File: config.mk
export PLATFORM = sky130hd
export DESIGN_NAME = fb_scan_arbiter
export DESIGN_NICKNAME = d
export VERILOG_FILES = /design/src/rtl/fb_pkg.sv /design/src/rtl/pix_fifo.sv /design/src/rtl/fb_scan_arbiter.sv
export SDC_FILE = /design/constraint.sdc
export NUM_CORES = 1
export LEC_CHECK = 0
export BUFFER_PORTS_ARGS = -buffer_cell sky130_fd_sc_hd__buf_2
export CORE_MARGIN = 2
export CORE_UTILIZATION = 60
export DETAILED_ROUTE_END_ITERATION = 7
export PLACE_DENSITY = 0.83
export SYNTH_ARGS = -nofsm -noshare
export SYNTH_HDL_FRONTEND = slang
export SYNTH_SLANG_ARGS = --single-unit
File: constraint.sdc
create_clock -name clk_i -period 7.8 [get_ports clk_i]
set_input_delay 1.17 -clock clk_i [delete_from_list [all_inputs] [get_ports clk_i]]
set_output_delay 1.17 -clock clk_i [all_outputs]
set_load 0.005 [all_outputs]
File: src/rtl/fb_pkg.sv
// Framebuffer geometry, pixel format and arbitration types shared by the scanout path.
// Declarations only: no latency, no flow control.
package fb_pkg;
  localparam int FB_W = 320;
  localparam int FB_H = 240;
  localparam int NPIX = FB_W * FB_H;
  localparam int AW   = 17;

  typedef struct packed {
    logic [2:0] r;
    logic [2:0] g;
    logic [1:0] b;
  } rgb332_t;

  typedef enum logic { SCAN = 1'b0, WRITE = 1'b1 } grant_e;

  typedef enum logic [1:0] { OP_IDLE, OP_FLUSH, OP_READ, OP_WRITE } op_e;
endpackage

File: src/rtl/pix_fifo.sv
// Pixel prefetch FIFO: push visible at head/count next cycle; flush beats push and pop.
// No backpressure: pushes when full and pops when empty are ignored, the caller keeps it in range.
module pix_fifo import fb_pkg::*; #(
  parameter int DEPTH = 8,
  parameter int CW    = $clog2(DEPTH) + 1
) (
  input  logic          clk_i,
  input  logic          rst_i,
  input  logic          flush_i,
  input  logic          push_i,
  input  rgb332_t       push_dat,
  input  logic          pop_i,
  output rgb332_t       head_dat,
  output logic [CW-1:0] count
);
  localparam int PW = $clog2(DEPTH);
  localparam logic [CW-1:0] FULL = CW'(DEPTH);

  rgb332_t       mem [DEPTH];
  logic [PW-1:0] wptr;
  logic [PW-1:0] rptr;
  logic          do_push;
  logic          do_pop;

  assign do_pop   = pop_i && (count != '0);
  assign do_push  = push_i && (count != FULL);
  assign head_dat = mem[rptr];

  always_ff @(posedge clk_i) begin
    if (do_push && !flush_i) mem[wptr] <= push_dat;
  end

  always_ff @(posedge clk_i or posedge rst_i) begin
    if (rst_i) begin
      wptr  <= '0;
      rptr  <= '0;
      count <= '0;
    end else if (flush_i) begin
      wptr  <= '0;
      rptr  <= '0;
      count <= '0;
    end else begin
      if (do_push) wptr <= wptr + PW'(1);
      if (do_pop)  rptr <= rptr + PW'(1);
      case ({do_push, do_pop})
        2'b10:   count <= count + CW'(1);
        2'b01:   count <= count - CW'(1);
        default: ;
      endcase
    end
  end
endmodule

File: src/rtl/fb_scan_arbiter.sv
// Shares one framebuffer RAM port between scanout prefetch and a pixel writer; read data lands in the FIFO 3 cycles after the grant.
// Writer holds wr_req_i until wr_gnt_o; scanout wins outright below LOW_WM, otherwise slots alternate.
module fb_scan_arbiter import fb_pkg::*; #(
  parameter int DEPTH  = 8,
  parameter int LOW_WM = 4
) (
  input  logic          clk_i,
  input  logic          rst_i,
  input  logic          frame_start_i,
  input  logic          pix_rd_i,
  output logic [7:0]    pix_o,
  output logic          pix_valid_o,
  output logic          underrun_o,
  input  logic          wr_req_i,
  input  logic [AW-1:0] wr_addr_i,
  input  logic [7:0]    wr_data_i,
  output logic          wr_gnt_o,
  output logic [AW-1:0] mem_addr_o,
  output logic          mem_we_o,
  output logic [7:0]    mem_wdata_o,
  input  logic [7:0]    mem_rdata_i
);
  localparam int CW = $clog2(DEPTH) + 1;
  localparam int LW = CW + 1;
  localparam logic [LW-1:0] DEPTH_L = LW'(DEPTH);
  localparam logic [LW-1:0] LOW_L   = LW'(LOW_WM);
  localparam logic [AW:0]   NPIX_L  = (AW+1)'(NPIX);

  logic [AW:0]   scan_addr;
  logic          armed;
  logic          rd_p1;
  logic          rd_p2;
  grant_e        last_grant;
  op_e           op;
  logic [CW-1:0] fifo_count;
  rgb332_t       head;
  logic [LW-1:0] level;
  logic          scan_want;
  logic          fifo_empty;

  // Reads in flight count against the FIFO so a full pipeline can never overflow it.
  assign level      = LW'(fifo_count) + LW'(rd_p1) + LW'(rd_p2);
  // Scanout stays idle after reset until the first frame_start_i gives it a frame to fetch.
  assign scan_want  = armed && (level < DEPTH_L) && (scan_addr < NPIX_L);
  assign fifo_empty = (fifo_count == '0);

  always_comb begin
    op = OP_IDLE;
    if (frame_start_i)                                  op = OP_FLUSH;
    else if (scan_want && (level < LOW_L || !wr_req_i)) op = OP_READ;
    else if (wr_req_i && scan_want)                     op = (last_grant == SCAN) ? OP_WRITE : OP_READ;
    else if (wr_req_i)                                  op = OP_WRITE;
  end

  assign wr_gnt_o    = (op == OP_WRITE) && !rst_i;
  assign pix_valid_o = !fifo_empty;
  assign pix_o       = fifo_empty ? 8'h00 : head;
  assign underrun_o  = pix_rd_i && fifo_empty && !frame_start_i && !rst_i;

  pix_fifo #(.DEPTH(DEPTH)) u_fifo (
    .clk_i    (clk_i),
    .rst_i    (rst_i),
    .flush_i  (frame_start_i),
    .push_i   (rd_p2),
    .push_dat (mem_rdata_i),
    .pop_i    (pix_rd_i && !frame_start_i),
    .head_dat (head),
    .count    (fifo_count)
  );

  always_ff @(posedge clk_i or posedge rst_i) begin
    if (rst_i) begin
      scan_addr   <= '0;
      armed       <= 1'b0;
      rd_p1       <= 1'b0;
      rd_p2       <= 1'b0;
      last_grant  <= SCAN;
      mem_addr_o  <= '0;
      mem_we_o    <= 1'b0;
      mem_wdata_o <= '0;
    end else begin
      // Clearing the in-flight tags on a flush drops returns that belong to the old frame.
      rd_p1    <= (op == OP_READ);
      rd_p2    <= rd_p1 && !frame_start_i;
      mem_we_o <= 1'b0;
      case (op)
        OP_FLUSH: begin
          scan_addr <= '0;
          armed     <= 1'b1;
        end
        OP_READ: begin
          mem_addr_o <= scan_addr[AW-1:0];
          scan_addr  <= scan_addr + (AW+1)'(1);
          last_grant <= SCAN;
        end
        OP_WRITE: begin
          mem_addr_o  <= wr_addr_i;
          mem_wdata_o <= wr_data_i;
          mem_we_o    <= 1'b1;
          last_grant  <= WRITE;
        end
        default: ;
      endcase
    end
  end
endmodule

After elaboration in Yosys (flattened, before gate mapping)
Memory sizes are Yosys's and may differ from the RTL's.
Cells that the tools add are included.
Storage, ports and cells
  flip-flop bits (word level): 58
  bits in writable memories: 64
  output and inout port bits: 37
  word-level logic and storage cells: 71
  memories kept: 1
Memories
  u_fifo.mem: words 8, bits a word 8, read ports 1, clocked after Yosys merged registers in 0, wr ports 1, RTL line pix_fifo.sv:19  | rgb332_t mem [DEPTH];
Cells by class
  $add $sub $neg: 7
  $lt $le $gt $ge: 3
  eq/ne operators: 6
  multiplexer cells: 18
  reductions and logical operators: 25
Operator list (count)
  $pmux 18 s2: 1
  $pmux 17 s2: 1
  $add 18x1->18 const B: 1
  $lt 18x17->1 const B: 1
  $logic_and 1x1->1: 13
  $mux 3: 4
  $mux 2: 4
  $mux 8: 1
  $pmux 4 s2: 1
  $reduce_bool 2->1: 4
  $add 3x1->3 const B: 2
  $eq 2x2->1 const B: 3
  $add 4x1->5: 1
  $add 5x1->5: 1
  $lt 5x3->1 const B: 1
  $lt 5x4->1 const B: 1
  $add 4x1->4 const B: 1
  $eq 2x1->1 const B: 2
  $logic_not 1->1: 4
  $logic_not 4->1: 1
  $mux 1: 4
  $mux 4: 1
  $ne 4x4->1 const B: 1
  $reduce_bool 4->1: 1
  4 further kinds: 4

Depth between registers and ports, before layout
Gate-level depths: netlist (run 1).
  depth in word-level cells: 11
  depth in mapped cells: 10

Cells and area by module
A second synthesis (run 1) with hierarchy kept.
Unflattened totals
  cells, all modules: 406
  area total of the unflattened synthesis: 5619.1 µm²
Modules (own cells, without submodules)
  pix_fifo: instances 1, cells an instance 191, area each 3230.6 µm², seq. area each 2172.1 µm²
  fb_scan_arbiter: instances 1, cells an instance 215, area each 2388.5 µm², seq. area each 1201.2 µm²

Least setup slack after synthesis (run 1)
No wires, ideal clock.
  path type: input to output
  start point: input rst_i
  end point: output underrun_o
  arrival: 2761 ps
  data required time: 6630 ps
  path slack: 3869 ps
  stages: 2
  cells stage by stage: inv_1 > and4_1
Between the ends
  word-level cells in the longest chain between the ends: 2
RTL lines
  start: declaration: RTL line fb_scan_arbiter.sv:8  | input logic rst_i,
  $logic_not 1->1 (no source line)
  $logic_and 1x1->1: RTL line fb_scan_arbiter.sv:58  | assign underrun_o = pix_rd_i && fifo_empty && !frame_start_i && !rst_i;
  end: declaration: RTL line fb_scan_arbiter.sv:13  | output logic underrun_o,
Every way passes these cells.

Final worst setup path (run 1)
  start point: register u_fifo.count[0]
  end point: output wr_gnt_o
Between the ends
  word-level cells in the longest chain between the ends: 11
  elaborated cells between the ends (all ways): 14
RTL lines
  start: declaration: RTL line pix_fifo.sv:14  | output logic [CW-1:0] count
  start signal: assignment: RTL line pix_fifo.sv:46  | 2'b10: count <= count + CW'(1);
  start signal: assignment: RTL line pix_fifo.sv:47  | 2'b01: count <= count - CW'(1);
  $add 4x1->5 (*): RTL line fb_scan_arbiter.sv:42  | assign level = LW'(fifo_count) + LW'(rd_p1) + LW'(rd_p2);
  $add 5x1->5 (*): RTL line fb_scan_arbiter.sv:42
  $lt 5x4->1: RTL line fb_scan_arbiter.sv:44  | assign scan_want = armed && (level < DEPTH_L) && (scan_addr < NPIX_L);
  $logic_and 1x1->1 (2 in a row): RTL line fb_scan_arbiter.sv:44
  $logic_and 1x1->1: RTL line fb_scan_arbiter.sv:51  | else if (wr_req_i && scan_want) op = (last_grant == SCAN) ? OP_WRITE : OP_READ;
  $mux 2: RTL line fb_scan_arbiter.sv:51
  $mux 2 (*): RTL line fb_scan_arbiter.sv:50  | else if (scan_want && (level < LOW_L || !wr_req_i)) op = OP_READ;
  $mux 2 (*): RTL line fb_scan_arbiter.sv:49  | if (frame_start_i) op = OP_FLUSH;
  $eq 2x2->1 (*): RTL line fb_scan_arbiter.sv:55  | assign wr_gnt_o = (op == OP_WRITE) && !rst_i;
  $logic_and 1x1->1 (*): RTL line fb_scan_arbiter.sv:55
  end: declaration: RTL line fb_scan_arbiter.sv:17  | output logic wr_gnt_o,
Every way passes the cells marked *; elsewhere a longest branch is shown, timed or not.

==> tab_implementation.tex, run 1 <==
\begin{tabular}{lr}
\hline
Metric & Value \\
\hline
\multicolumn{2}{l}{\textbf{Outcome}} \\
\quad Status & finished, final reports clean \\
\multicolumn{2}{l}{\textbf{Synth}} \\
\quad Post-Synthesis Cells & about 380 \\
\quad Avg Inst Size Synth & 14.1 um2 \\
\quad Post-synth EDFFs & between 60 and 70 \\
\quad Netlist area before placement & $\sim$5300 um2 \\
\quad Fraction of registers with async set or reset after synthesis & 47.5\% \\
\quad Number of synthesized register bits & $\sim$120 \\
\quad Synth top area cells & edfxtp\_1, dfrtp\_1, mux4\_2 \\
\quad Most numerous cell types in the synthesized netlist & edfxtp\_1, dfrtp\_1, nor2\_1, a21oi\_1, mux4\_2 \\
\quad Yosys top cell by area & edfxtp\_1 \\
\quad Ys Warns & 0 \\
\quad Area share of the largest cell type after synthesis & between 30\% and 40\% \\
\quad Predominant post-synthesis flop cell & edfxtp\_1 \\
\quad Most used standard cell by instance count after synthesis & edfxtp\_1 \\
\quad Unique cell type count in the Yosys netlist & between 50 and 60 \\
\quad Fraction of the yosys area taken by sequential cells & a little over three fifths \\
\quad Syn nets & $\sim$420 \\
\multicolumn{2}{l}{\textbf{Setup path}} \\
\quad Data arrival time of the critical path & roughly 3000 ps \\
\quad Critical Path, Cell by Cell & ha\_1, a21oi\_1, o21a\_1, nand2\_2, o21a\_1, and2\_1, buf\_2 \\
\quad Most frequent CP cell & o21a\_1 \\
\quad Count of buffering cells on the critical path with inverters included & 1 \\
\quad CP max stage delay & just over 800 ps \\
\quad Element type at the critical path start & register \\
\quad Critical path peak fanout & 27 \\
\quad Type of element capturing the critical path & output port \\
\quad Critical Path RT & between 6000 and 7000 ps \\
\quad Class of the most critical setup path & register to output port \\
\quad Slowest cell on the critical path & o21a\_1 \\
\quad Largest delay contributor family on the critical path & compound AO/OA/AOI/OAI gates \\
\multicolumn{2}{l}{\textbf{Timing}} \\
\quad Post-Route Skew & about 6 ps \\
\quad Final critical path time including I/O delays and setup & around 4200 ps \\
\quad Maximum clock frequency & 0.238 GHz \\
\quad Final period utilization & between 50\% and 60\% \\
\quad Worst-Margin Slew & about 1100 ps \\
\quad Sum Neg Setup Slack & 0 ps \\
\quad Max\_slew headroom & a little over a quarter \\
\quad Hold WS & between 400 and 500 ps \\
\quad Fin. Hold Viols & 0 \\
\quad Max Slew Vio Count & 0 \\
\quad Final setup violation count & 0 \\
\quad Setup repair after global routing missed its margin & false \\
\multicolumn{2}{l}{\textbf{GRT}} \\
\quad Global router's overall resource usage & 26.0\% \\
\quad Remaining global-route overflow & 0 \\
\quad Maximum number of pins on one net before global-route repair & 61 \\
\quad Initial antenna violation count & 0 \\
\quad Vias in the first global route & about 3.7k \\
\quad First-pass GRT wire length & $\sim$19000 um \\
\multicolumn{2}{l}{\textbf{Clock network}} \\
\quad Clk Latency, worst-skew pair & around 520 ps \\
\quad Depth of the CTS H-tree & 4 \\
\quad Clock Pin Slew Worst Setup and Hold Paths & $\sim$60 ps \\
\quad CTS Buf Count & 17 \\
\quad TritonCTS clock tree & built \\
\quad Post-CTS setup buffer count & 0 \\
\quad Number of sinks driven by the clock tree & between 100 and 150 \\
\quad Cts repair resizes & 0 \\
\quad Maximum clock path buffer count & 2 \\
\quad Number of hold buffers added after CTS & 0 \\
\quad Root Driver & clkbuf\_8 \\
\multicolumn{2}{l}{\textbf{Job}} \\
\quad Reported max-cap violation count & 0 \\
\multicolumn{2}{l}{\textbf{Placed design}} \\
\quad Routability Congestion & 0.825 \\
\quad Half-perimeter wire length after detailed placement & between 7000 and 8000 um \\
\quad Number of buffers inserted by port buffering & 74 \\
\quad \# placed instances & $\sim$550 \\
\multicolumn{2}{l}{\textbf{Final layout}} \\
\quad Fraction of final layout cells sized beyond drive strength 1 & 30.9\% \\
\quad Post-layout nets & between 500 and 600 \\
\quad Number of standard cells in the layout, taps in and fillers out & 581 \\
\quad Syn-to-layout area delta & 20.0\% \\
\quad Antenna fix cells & 0 \\
\multicolumn{2}{l}{\textbf{Floorplanning}} \\
\quad Floorplan die width & 98.2 um \\
\quad Die ar. & between 9000 and 10000 um2 \\
\quad Number of primary I/O pins & 75 \\
\quad Area of the core & just under 9000 um2 \\
\quad Initial core utilization & about 61\% \\
\quad Standard-cell row count & 34 \\
\quad Die Y-Extent & approximately 98 um \\
\multicolumn{2}{l}{\textbf{Drt}} \\
\quad Count of TritonRoute iterations in the first routing pass & 5 \\
\quad Final routed DRC violation total & 0 \\
\quad Violation count after the first detailed-route iteration & around 230 \\
\quad Remaining antenna violation count & 0 \\
\quad Routed vias & roughly 3.6k \\
\quad Vias/cell & 6.26 \\
\quad Wire length per cell after detailed routing & between 20 and 25 um \\
\quad Routed WL & between 10000 and 15000 um \\
\multicolumn{2}{l}{\textbf{Power}} \\
\quad Total power divided by cell area & 327 nW/um2 \\
\quad Cell leakage power & approximately 2.7 nW \\
\quad Max VDD drop & between 200 and 250 uV \\
\multicolumn{2}{l}{\textbf{Hold path}} \\
\quad Worst hold path type & register to register \\
\hline
\end{tabular}
state kept, by name (all words and copies together) (netlist names), 3 cells and up:
signal / count
mem_wdata_o: 8
scan_addr: 18
u_fifo.rptr: 3
u_fifo.count: 4
mem_addr_o: 17
u_fifo.wptr: 3
u_fifo.mem: 64
stage by stage:
stage | total power, mW | utilization [%] | setup slack [ps] | instance area (um2)
6_report | 2.09 | 73.7 | 3590 | 6390
5_1_grt | 2.19 | 73.7 | 3430 | 6390
4_1_cts | 2.10 | 73.7 | 3580 | 6390
3_5_place_dp | 1.30 | 66.7 | 3630 | 5790
3_3_place_gp | 1.28 | 66.7 | 3710 | 5790
2_1_floorplan | 1.14 | - | 3870 | 5330
power by group:
part / switching [mW] / internal, mW
sequential: 0.0916 / 0.754
combinational: 0.225 / 0.225
clock: 0.302 / 0.494
placed cells by master (no fill, tap or decap), drive strengths merged, types with 2 or more instances in the layout:
| cell | synthesis | layout |
|---|---|---|
| a211oi | 2 | 2 |
| a21o | 13 | 13 |
| a21oi | 16 | 16 |
| a221o | 8 | 8 |
| a22o | 9 | 9 |
| a31o | 4 | 4 |
| a31oi | 2 | 2 |
| and2 | 4 | 4 |
| and4 | 3 | 3 |
| buf | 10 | 79 |
| bufinv | 0 | 3 |
| clkbuf | 6 | 18 |
| clkinv | 0 | 2 |
| clkinvlp | 0 | 3 |
| dfrtp | 58 | 58 |
| edfxtp | 64 | 64 |
| ha | 6 | 6 |
| inv | 8 | 14 |
| mux2 | 9 | 9 |
| mux2i | 10 | 10 |
| mux4 | 16 | 16 |
| nand2 | 16 | 16 |
| nand2b | 2 | 2 |
| nand3 | 13 | 13 |
| nand4 | 5 | 5 |
| nor2 | 37 | 37 |
| nor2b | 6 | 6 |
| nor3 | 12 | 12 |
| nor4 | 5 | 5 |
| o21a | 2 | 2 |
| o21ai | 3 | 3 |
| o31ai | 2 | 2 |
| or3 | 2 | 2 |
| or4 | 2 | 2 |
| xnor2 | 6 | 6 |
| xor2 | 4 | 4 |
final cells by class:
class / count / area, um2
flip-flops and latches: 122 / 3370
fillers: 564 / 2280
multi-input cells: 232 / 1840
clock buffers: 18 / 418
repair buffers: 79 / 408
clock inverters: 14 / 185
well taps: 108 / 135
inverters: 8 / 30.0
logic make-up after synthesis:
family                   share of synthesized area (%)
flip-flops                                        63.3
adder cells (fa/ha/maj)                           1.78
multiplexers                                      10.5
buffers and inverters                             2.09
AO/OA/AOI/OAI                                     9.88
AND/OR/NAND/NOR                                   10.8
XOR/XNOR                                          1.64
per-layer routing:
| layer | share of wire (%) | GRT usage (%) | wire, um |
|---|---|---|---|
| met1 | 41 | 33.8 | 4860 |
| met2 | 51 | 42.9 | 6010 |
| met3 | 6.5 | 5.73 | 769 |
| met4 | 1.8 | 11.1 | 208 |
| met5 | 0 | 0 | 0 |
final timing paths:
check                                        to  cells past startpoint            start  slack (ps)
min in group asynchronous        mem_wdata_o[4]                      3            rst_i         830
worst min register to register            armed                      1            armed         460
worst max-delay path                   wr_gnt_o                      7  u_fifo.count[0]        3590
worst max register to register  u_fifo.count[3]                      9  u_fifo.count[1]        4900
max in group asynchronous        u_fifo.rptr[2]                      3            rst_i        6470
worst min-delay path                      armed                      1            armed         460
(Power assumes the default switching activity.)
==> run 2: changes to the inputs <==
--- a/config.mk
+++ b/config.mk
@@ -7,9 +7,9 @@
 export LEC_CHECK = 0
 export BUFFER_PORTS_ARGS = -buffer_cell sky130_fd_sc_hd__buf_2
 export CORE_MARGIN = 2
-export CORE_UTILIZATION = 60
+export CORE_UTILIZATION = 57
 export DETAILED_ROUTE_END_ITERATION = 7
-export PLACE_DENSITY = 0.83
+export PLACE_DENSITY = 0.79
 export SYNTH_ARGS = -nofsm -noshare
 export SYNTH_HDL_FRONTEND = slang
 export SYNTH_SLANG_ARGS = --single-unit
==> constraint.sdc (replaced) <==
create_clock -name clk_i -period 3.95 [get_ports clk_i]
set_input_delay 0.5925 -clock clk_i [delete_from_list [all_inputs] [get_ports clk_i]]
set_output_delay 0.5925 -clock clk_i [all_outputs]
set_load 0.005 [all_outputs]
==> run 2 against run 1 <==
Against the previous run: clock skew up 3.2 ps; first-iteration DRC count is 10% higher; die area rose by 5.1%; register-to-register slack got worse by 3800 ps; critical path depth rose by 1; combinational power up 110%; sequential power grew 91%; core utilization is 3.8 points lower; critical path type unchanged; largest power group unchanged; highest routed layer unchanged.
==> tab_implementation.tex, run 2 (same netlist as run 1, synthesis figures left out) <==
\begin{tabular}{lr}
\hline
Metric & Value \\
\hline
\multicolumn{2}{l}{\textbf{Power}} \\
\quad Clock network fraction of total power & 37.1\% (-1.0 points) \\
\quad Max VDD drop & 464 uV (+130\%) \\
\quad Part of the total power dissipated in combinational logic & 23.0\% (+1.5 points) \\
\quad Internal power & 2.86 mW (+94\%) \\
\quad Cell leakage power & 2.68 nW (+0.56\%) \\
\quad Total power divided by cell area & 636 nW/um2 (+94\%) \\
\quad Switching power of the nets & 1.21 mW (+95\%) \\
\quad Share of power burned in registers & 39.9\% (-0.5 points) \\
\quad Switching share of power & 29.7\% (+0.079 points) \\
\multicolumn{2}{l}{\textbf{Floorplanning}} \\
\quad Number of primary I/O pins & 75 (unchanged) \\
\quad Die Y-Extent & 101 um (+2.5\%) \\
\quad Die ar. & 10100 um2 (+5.1\%) \\
\quad Initial core utilization & 58.2\% (-3.2 points) \\
\quad Area of the core & 9150 um2 (+5.5\%) \\
\quad Standard-cell row count & 35 (+2.9\%) \\
\quad Floorplan die width & 101 um (+2.5\%) \\
\multicolumn{2}{l}{\textbf{Timing}} \\
\quad Final period utilization & 81.4\% \\
\quad Final critical path time including I/O delays and setup & approximately 3200 ps \\
\quad Final setup violation count & 0 (unchanged) \\
\quad Fin. Hold Viols & 0 (unchanged) \\
\quad Setup repair after global routing missed its margin & false \\
\quad Maximum clock frequency & 0.311 GHz \\
\quad Worst-Margin Slew & 969 ps (-112 ps) \\
\quad Max Slew Vio Count & 0 (unchanged) \\
\quad Post-Route Skew & 9.28 ps (+3.18 ps) \\
\quad Sum Neg Setup Slack & 0 ps (unchanged) \\
\quad Max\_slew headroom & 35.2\% (+7.8 points) \\
\multicolumn{2}{l}{\textbf{Setup path}} \\
\quad Element type at the critical path start & register \\
\quad Class of the most critical setup path & register to output port \\
\quad Critical Path RT & 3360 ps (-3270 ps) \\
\quad Count of buffering cells on the critical path with inverters included & 2 (+1) \\
\quad Slowest cell on the critical path & dfrtp\_1 \\
\quad Worst reg2reg path startpoint & u\_fifo.count[1] \\
\quad Largest delay contributor family on the critical path & compound AO/OA/AOI/OAI gates \\
\quad Critical Path, Cell by Cell & ha\_1, a21oi\_1, o21a\_1, nand2\_2, o21a\_1, buf\_4, and2\_1, buf\_2 \\
\quad Worst reg2reg endpoint & u\_fifo.count[3] \\
\quad Critical path peak fanout & 27 (unchanged) \\
\quad Most frequent CP cell & o21a\_1 \\
\quad Cell count of the worst reg-to-reg path & 9 (unchanged) \\
\quad Type of element capturing the critical path & output port \\
\quad CP max stage delay & 480 ps (-340 ps) \\
\quad FF-to-FF setup slack & 1140 ps (-3760 ps) \\
\quad Critical path origin & u\_fifo.count[0] \\
\quad Data arrival time of the critical path & 2620 ps (-420 ps) \\
\multicolumn{2}{l}{\textbf{Clock network}} \\
\quad Maximum clock path buffer count & 2 (unchanged) \\
\quad Clk Latency, worst-skew pair & 530 ps (about the same) \\
\quad Root Driver & clkbuf\_8 \\
\quad TritonCTS clock tree & built \\
\quad Number of sinks driven by the clock tree & 122 (unchanged) \\
\quad Number of hold buffers added after CTS & 0 (unchanged) \\
\quad Clock Pin Slew Worst Setup and Hold Paths & 60 ps (about the same) \\
\quad Cts repair resizes & 0 (unchanged) \\
\quad Depth of the CTS H-tree & 4 (unchanged) \\
\quad CTS Buf Count & 17 (unchanged) \\
\quad Post-CTS setup buffer count & 0 (unchanged) \\
\multicolumn{2}{l}{\textbf{Placed design}} \\
\quad \# placed instances & 555 (+1.1\%) \\
\quad Half-perimeter wire length after detailed placement & 6890 um (-5.5\%) \\
\quad Number of buffers inserted by port buffering & 74 (unchanged) \\
\quad Routability Congestion & 0.876 (+6.1\%) \\
\quad Total cell area at the placement stage & 5820 um2 (+0.45\%) \\
\multicolumn{2}{l}{\textbf{Drt}} \\
\quad Routed WL & 11100 um (-6.6\%) \\
\quad Vias/cell & 6.08 (-2.9\%) \\
\quad Violation count after the first detailed-route iteration & 255 (+10\%) \\
\quad Count of TritonRoute iterations in the first routing pass & 5 (unchanged) \\
\quad Remaining antenna violation count & 0 (unchanged) \\
\quad Final routed DRC violation total & 0 (unchanged) \\
\quad Wire length per cell after detailed routing & 18.9 um (-7.5\%) \\
\quad Routed vias & 3568 (-1.9\%) \\
\multicolumn{2}{l}{\textbf{GRT}} \\
\quad Remaining global-route overflow & 0 (unchanged) \\
\quad Initial antenna violation count & 0 (unchanged) \\
\quad Vias in the first global route & 3280 (-12\%) \\
\quad Maximum number of pins on one net before global-route repair & 42 (-31\%) \\
\quad Global router's overall resource usage & 23.1\% (-2.9 points) \\
\quad First-pass GRT wire length & 17400 um (-9.1\%) \\
\multicolumn{2}{l}{\textbf{Final layout}} \\
\quad Post-layout nets & 508 (+0.59\%) \\
\quad Leading cell type in the layout, fill and taps excluded & buf\_2 \\
\quad Number of standard cells in the layout, taps in and fillers out & 587 (+1.0\%) \\
\quad Syn-to-layout area delta & 20.1\% (about the same) \\
\quad Post-layout instance area & 6400 um2 (about the same) \\
\quad Fraction of final layout cells sized beyond drive strength 1 & 31.5\% (+0.65 points) \\
\quad Antenna fix cells & 0 (unchanged) \\
\quad Max FFs per register & 64 (unchanged) \\
\quad Commonest cells after routing, fill and taps aside & buf\_2, edfxtp\_1, dfrtp\_1 \\
\quad Biggest register & u\_fifo.mem \\
\quad Top Registers & u\_fifo.mem (64), scan\_addr (18), mem\_addr\_o (17) \\
\multicolumn{2}{l}{\textbf{Outcome}} \\
\quad Status & finished, final reports clean \\
\multicolumn{2}{l}{\textbf{Hold path}} \\
\quad Worst hold path type & input port to async pin \\
\multicolumn{2}{l}{\textbf{Job}} \\
\quad Reported max-cap violation count & 0 (unchanged) \\
\hline
\end{tabular}
-- run 2: metrics by stage --
step	power (mW)	hold WS, ps	utilization (%)	setup slack [ps]
CTS	4.09	81.7	69.9	717
detailed placement	2.58	448	63.6	1160
global route	4.26	108	69.9	599
finish	4.07	76.7	69.9	733
global placement	2.55	453	63.6	1240
floorplan	2.25	428	-	1170
-- run 2: worst max-delay path by stage --
stage          cells past startpoint         endpoint  slack [ps]
2_1_floorplan                      2       underrun_o        1170
3_3_place_gp                       9  u_fifo.count[3]        1240
3_5_place_dp                       9  u_fifo.count[3]        1160
4_1_cts                            8         wr_gnt_o         720
5_1_grt                            8         wr_gnt_o         600
6_report                           8         wr_gnt_o         730
-- run 2: power by group through the flow --
| stage | Sequential, mW | Combinational [mW] | Clock, mW |
|---|---|---|---|
| 2_1_floorplan | 1.62 | 0.626 | 0 |
| 3_3_place_gp | 1.63 | 0.915 | 0 |
| 3_5_place_dp | 1.64 | 0.939 | 0 |
| 4_1_cts | 1.62 | 0.951 | 1.52 |
| 5_1_grt | 1.64 | 1.04 | 1.57 |
| 6_report | 1.62 | 0.937 | 1.51 |
-- run 2: layer usage --
| layer | share of wire, % | up-vias | GRT usage, % | routed length [um] |
|---|---|---|---|---|
| li1 | - | 1635 | - | - |
| met1 | 46 | 1781 | 34.4 | 5120 |
| met2 | 47 | 139 | 33.8 | 5220 |
| met3 | 5.5 | 13 | 5.41 | 613 |
| met4 | 1.0 | 0 | 8.22 | 112 |
| met5 | 0 | - | 0 | 0 |
-- run 2: layout make-up --
class | instances | area [um2]
Clock inverter | 15 | 168
Timing Repair Buffer | 82 | 430
Inverter | 8 | 30.0
Fill cell | 601 | 2750
Tap cell | 111 | 139
Multi-Input combinational cell | 232 | 1840
Clock buffer | 17 | 414
Sequential cell | 122 | 3370
-- run 2: worst register-to-register path: cells and delay by family (launching register included) --
| family | cells | cell delay (ps) |
|---|---|---|
| and+or+nand+nor | 3 | 930 |
| adders and majority gates | 1 | 280 |
| DFF | 1 | 490 |
| muxes | 1 | 230 |
| xor gates and xnor gates | 1 | 130 |
| AOI/OAI and AO/OA | 3 | 600 |
